## config.mk

```make
export PLATFORM = sky130hd
export DESIGN_NAME = rr_mux_4_1
export DESIGN_NICKNAME = d
export VERILOG_FILES = /design/src/rtl/rr_mux_pkg.sv /design/src/rtl/rr_arbiter_4.sv /design/src/rtl/rr_mux_4_1.sv
export SDC_FILE = /design/constraint.sdc
export NUM_CORES = 1
export LEC_CHECK = 0
export CAP_MARGIN = 0
export CORE_MARGIN = 1
export CORE_UTILIZATION = 30
export CTS_CLUSTER_DIAMETER = 50
export DETAILED_ROUTE_END_ITERATION = 8
export PLACE_DENSITY_LB_ADDON = 0.3
export REMOVE_ABC_BUFFERS = 1
export SLEW_MARGIN = 10
export SYNTH_ARGS = -nofsm -noshare
export SYNTH_HDL_FRONTEND = slang
export SYNTH_HIERARCHICAL = 1
export SYNTH_SLANG_ARGS = --single-unit
```

## constraint.sdc

```tcl
create_clock -name Clock_In -period 4.4 [get_ports Clock_In]
set_clock_uncertainty 0.15 [all_clocks]
set_input_delay 0.88 -clock Clock_In [delete_from_list [all_inputs] [get_ports Clock_In]]
set_output_delay 0.88 -clock Clock_In [all_outputs]
set_load 0.02 [all_outputs]
```

## src/rtl/rr_mux_pkg.sv

```systemverilog
// Shared definitions for the 4:1 round-robin multiplexer.
// Latency: none; holds only constants, types and a helper function.
// Backpressure: not applicable.
package rr_mux_pkg;

  localparam int NUM_CH = 4;
  localparam int SEL_W  = 2;

  // Occupancy of the single output register
  typedef enum logic {
    EMPTY = 1'b0,
    FULL  = 1'b1
  } state_t;

  // Round-robin pointer successor; the 2-bit add wraps 3 -> 0
  function automatic logic [SEL_W-1:0] next_ptr(input logic [SEL_W-1:0] g);
    return g + 2'd1;
  endfunction

endpackage

```

## src/rtl/rr_arbiter_4.sv

```systemverilog
// Combinational 4-way round-robin arbiter with optional lock to one channel.
// Latency: zero (purely combinational).
// Backpressure: none; the caller decides whether a grant is consumed.
module rr_arbiter_4
  import rr_mux_pkg::*;
(
  input  logic [NUM_CH-1:0] request,
  input  logic [SEL_W-1:0]  ptr,
  input  logic              lock_en,
  input  logic [SEL_W-1:0]  lock_ch,
  output logic [SEL_W-1:0]  grant,
  output logic              grant_valid
);

  logic [SEL_W-1:0] idx;

  // First requester found circularly from ptr; when locked only lock_ch may win.
  // The loop runs from the farthest offset down so the nearest requester
  // is the last assignment and therefore wins.
  always_comb begin
    grant       = ptr;
    grant_valid = 1'b0;
    idx         = ptr;
    if (lock_en) begin
      grant       = lock_ch;
      grant_valid = request[lock_ch];
    end else begin
      for (int k = NUM_CH - 1; k >= 0; k--) begin
        idx = ptr + SEL_W'(k);
        if (request[idx]) begin
          grant       = idx;
          grant_valid = 1'b1;
        end
      end
    end
  end

endmodule

```

## src/rtl/rr_mux_4_1.sv

```systemverilog
// Registered 4:1 round-robin mux; output beat tagged with source index. Optional packet lock: RR_MUX_4_1_LOCK_EN.
// Latency: one cycle from accept to Valid_Out; one beat per clock sustained.
// Backpressure: Ready_In=0 freezes the held beat and drops all Ready_Out; Enable_In=0 blocks new grants only.
module rr_mux_4_1
  import rr_mux_pkg::*;
#(
  parameter int DATA_WIDTH = 8
) (
  input  logic                         Clock_In,
  input  logic                         Reset_In,
  input  logic                         Enable_In,
  input  logic [NUM_CH*DATA_WIDTH-1:0] Data_In,
  input  logic [NUM_CH-1:0]            Valid_In,
  input  logic [NUM_CH-1:0]            Last_In,
  output logic [NUM_CH-1:0]            Ready_Out,
  output logic [DATA_WIDTH-1:0]        Data_Out,
  output logic [SEL_W-1:0]             Select_Out,
  output logic                         Valid_Out,
  input  logic                         Ready_In
);

  state_t           state_q;
  state_t           state_d;
  logic [SEL_W-1:0] ptr_q;
  logic [SEL_W-1:0] grant;
  logic             grant_valid;
  logic             drain;
  logic             can_load;
  logic             accept;
  logic             ptr_adv;
  logic             lock_en;
  logic [SEL_W-1:0] lock_ch;

  rr_arbiter_4 u_arb (
    .request     (Valid_In),
    .ptr         (ptr_q),
    .lock_en     (lock_en),
    .lock_ch     (lock_ch),
    .grant       (grant),
    .grant_valid (grant_valid)
  );

  assign Valid_Out = (state_q == FULL);
  assign drain     = Valid_Out & Ready_In;
  assign can_load  = (state_q == EMPTY) | drain;
  // Reset_In gates accept so no source sees a handshake while reset is held
  assign accept    = ~Reset_In & Enable_In & can_load & grant_valid;

  // One-hot ready toward the granted source only
  always_comb begin
    Ready_Out = '0;
    if (accept) begin
      Ready_Out[grant] = 1'b1;
    end
  end

`ifdef RR_MUX_4_1_LOCK_EN
  logic             locked_q;
  logic [SEL_W-1:0] lock_ch_q;

  // Lock onto a channel mid-packet; a beat with Last_In set releases it
  always_ff @(posedge Clock_In or posedge Reset_In) begin
    if (Reset_In) begin
      locked_q  <= 1'b0;
      lock_ch_q <= '0;
    end else if (accept) begin
      locked_q  <= ~Last_In[grant];
      lock_ch_q <= grant;
    end
  end

  assign lock_en = locked_q;
  assign lock_ch = lock_ch_q;
  // Pointer moves on only when a packet ends, so the lock owner keeps priority
  assign ptr_adv = accept & Last_In[grant];
`else
  logic unused_last;

  assign unused_last = ^Last_In;
  assign lock_en     = 1'b0;
  assign lock_ch     = '0;
  assign ptr_adv     = accept;
`endif

  // Occupancy state register
  always_ff @(posedge Clock_In or posedge Reset_In) begin
    if (Reset_In) begin
      state_q <= EMPTY;
    end else begin
      state_q <= state_d;
    end
  end

  // Next occupancy: fill on accept, empty on drain without a refill
  always_comb begin
    state_d = state_q;
    case (state_q)
      EMPTY:   if (accept) state_d = FULL;
      FULL:    if (drain & ~accept) state_d = EMPTY;
      default: state_d = EMPTY;
    endcase
  end

  // Output payload and source tag load on accept, otherwise hold
  always_ff @(posedge Clock_In or posedge Reset_In) begin
    if (Reset_In) begin
      Data_Out   <= '0;
      Select_Out <= '0;
    end else if (accept) begin
      Data_Out   <= Data_In[grant*DATA_WIDTH +: DATA_WIDTH];
      Select_Out <= grant;
    end
  end

  // Round-robin pointer: one past the last granted channel
  always_ff @(posedge Clock_In or posedge Reset_In) begin
    if (Reset_In) begin
      ptr_q <= '0;
    end else if (ptr_adv) begin
      ptr_q <= next_ptr(grant);
    end
  end

endmodule
```

==> impl_metrics.toml <==
[clock_network]
worstSkewPairLatency_ns = 0.27
htreeDepth = 1
cts.clk_slew.worst_paths_ns = 0.08
cts-hold-fix-buffers = 0
cts_buffer_depth = 2
cts_tree = "done"
cts-root-buf = "clkbuf_4"
cts-buffers-inserted = 3
cts.sinks = 13

[logic_synthesis]
synth_area_leader_cell = "dfrtp_1"
async_flop_share = 1.00
synth_top_area_share = 0.325
synth_edf_count = 0
yosys-top-cells-count = "13 x dfrtp_1, 9 x mux4_2, 8 x inv_1, 8 x mux2_4"
synth.most_common_cell = "dfrtp_1"
avgSynthCellArea_sq_um = 13.2
netlist_area_sq_um = 1000
syn_inst = 76
synth_seq_cells = 13
netlist-cell-type-count = 26
synthTopCellsByArea = "dfrtp_1 32%, mux4_2 20%, mux2_4 12%"
postSynth.topFlopCell = "dfrtp_1"
yosysWarnings = 6
ys_seq_area_frac = 0.325

[timing]
rsz0062_at_grt = "no"
drv_slew = 0
whs_ns = 0.363
tns_ns = 0
finalCritPeriodShare = 0.975
fmax_mhz = 233
timing.final.crit_period_ns = 4.29
finalHoldViolations = 0
setup_violations = 0

[power_and_ir_drop]
p_per_area_nw_per_um2 = 379
peakVddDrop_mv = 0.166
power_leakage_nw = 0.715

[route]
met2_length_mm = 1.18
vias = 827
final_antenna_net_count = 0
wl_met1_mm = 1.01
top_layer = "met4"
drt_pass1_iterations = 3
wl_per_cell_um = 12.3
routed-wl-met3_um = 107
vias_per_cell = 4.35
totalWireLength_mm = 2.33
drt_iter0_markers = 19
drc_errors = 0

[setup_path]
cp-end-kind = "primary output"
timing.rr.start = "ptr_q[1]"
crit_path_max_fanout = 5
crit_type = "input pin to primary output"
critPathLaunchType = "input pin"
cp.required_ns = 3.37
cp-startpoint = "Valid_In[2]"
critPathArrivalTime_ns = 3.26

[hold_path]
hp-start = "Data_Out[6]"
hold_class = "register to register"

[die]
dieWidth_um = 59.8
io_pins = 59
initial_core_util = 0.323
rows = 20
core_sq_um = 3100
die_height_um = 59.8
die-area_sq_um = 3580

[global_routing]
grt_usage = 0.141
antenna_found_initial = 0
grt_max_degree = 14
grt_pass1_wl_mm = 3.67
grt-ovfl-total = 0
first_global_vias = 812

[final_layout]
final_layout_size_suffix_gt1_frac = 0.247
num-nets-final = 195
area_growth_pct = 68.9
diodes = 0

[placed_design]
dp_hpwl_mm = 1.86
portBuffers = 54
gp_congestion = 0.807

[job]
cap_violations = 0

[status]
status = "finished, final reports clean"
-- metal layers --
layer | track usage | up-vias
met3 | 0.0346 | 5
met2 | 0.227 | 24
met4 | 0.0498 | 0
li1 | - | 406
met5 | 0 | -
met1 | 0.185 | 392
-- registers in the layout (all words and copies together) (netlist names) --
name / count
Data_Out: 8
Select_Out: 2
Valid_Out: 1
ptr_q: 2
-- repair_timing --
| item | 4_1_cts | 5_1_grt |
|---|---|---|
| resized for setup | 0 | 1 |
| setup endpoints to repair | 0 | 4 |
| setup buffers | 0 | 2 |
-- critical path, stage by stage --
cell,delay [ns]
clkdlybuf4s50_1,0.54
or2b_1,0.27
o2111a_1,0.27
o31ai_4,0.34
inv_1,0.10
ha_1,0.19
and2_1,0.14
clkdlybuf4s50_1,0.53
-- layout make-up --
cell class,count,area [sq um]
fillers,290,1410
well taps,44,55.1
inverters,8,30.0
repair buffers,60,586
clock buffers,4,26.3
flip-flops and latches,13,325
multi-input cells,61,671
-- worst paths after layout --
check	end	slack, ns	cells after the start
min	Data_Out[6]	0.36	1
min reg2reg	Data_Out[6]	0.36	1
max in group asynchronous	ptr_q[1]	2.95	2
min in group asynchronous	Valid_Out	0.82	2
max	Ready_Out[1]	0.11	8
max reg2reg	Data_Out[6]	1.96	7
-- layout by cell type (no fill, tap or decap) --
master            n
inv_1             8
nor4_1            1
or2b_2            1
or3b_1            1
buf_4             6
clkdlybuf4s50_1  54
or2b_1            4
mux2_2            4
or2_2             1
mux4_2            9
nand3b_4          1
dfrtp_1          13
a21oi_4           1
o41ai_2           1
conb_1           10
mux2_4            8
clkbuf_4          3
o22ai_1           1
ha_1              4
a21boi_1          1
nand2_1           2
o21ai_0           1
a21oi_1           3
clkbuf_1          1
o2111a_1          1
o31ai_4           1
and2_1            4
nor2_1            1
-- metrics by stage --
stage          instance area [sq um]  worst slack [ns]   util  power, mW  instances
2_1_floorplan                   1010            -0.346      -      0.404         82
3_3_place_gp                    1640            0.0510  0.529      0.559        184
3_5_place_dp                    1640            0.0310  0.529      0.565        184
4_1_cts                         1670            0.0150  0.538      0.640        188
5_1_grt                         1690           0.00186  0.546      0.684        190
6_report                        1690             0.111  0.546      0.642        190
-- where the power goes --
| part | switching (mW) | internal, mW | total (mW) |
|---|---|---|---|
| Sequential | 0.0312 | 0.168 | 0.199 |
| Clock | 0.0368 | 0.0351 | 0.0720 |
| Combinational | 0.147 | 0.223 | 0.370 |
-- logic make-up after synthesis --
kind of cell / after synthesis / synth area share
fa+ha+maj: 4 / 0.0499
mux: 21 / 0.367
simple gates: 16 / 0.116
buf+inv: 11 / 0.0562
other cells: 1 / 0.00374
flops: 13 / 0.325
compound gates: 10 / 0.0824
Power figures use the tool's default switching activity.
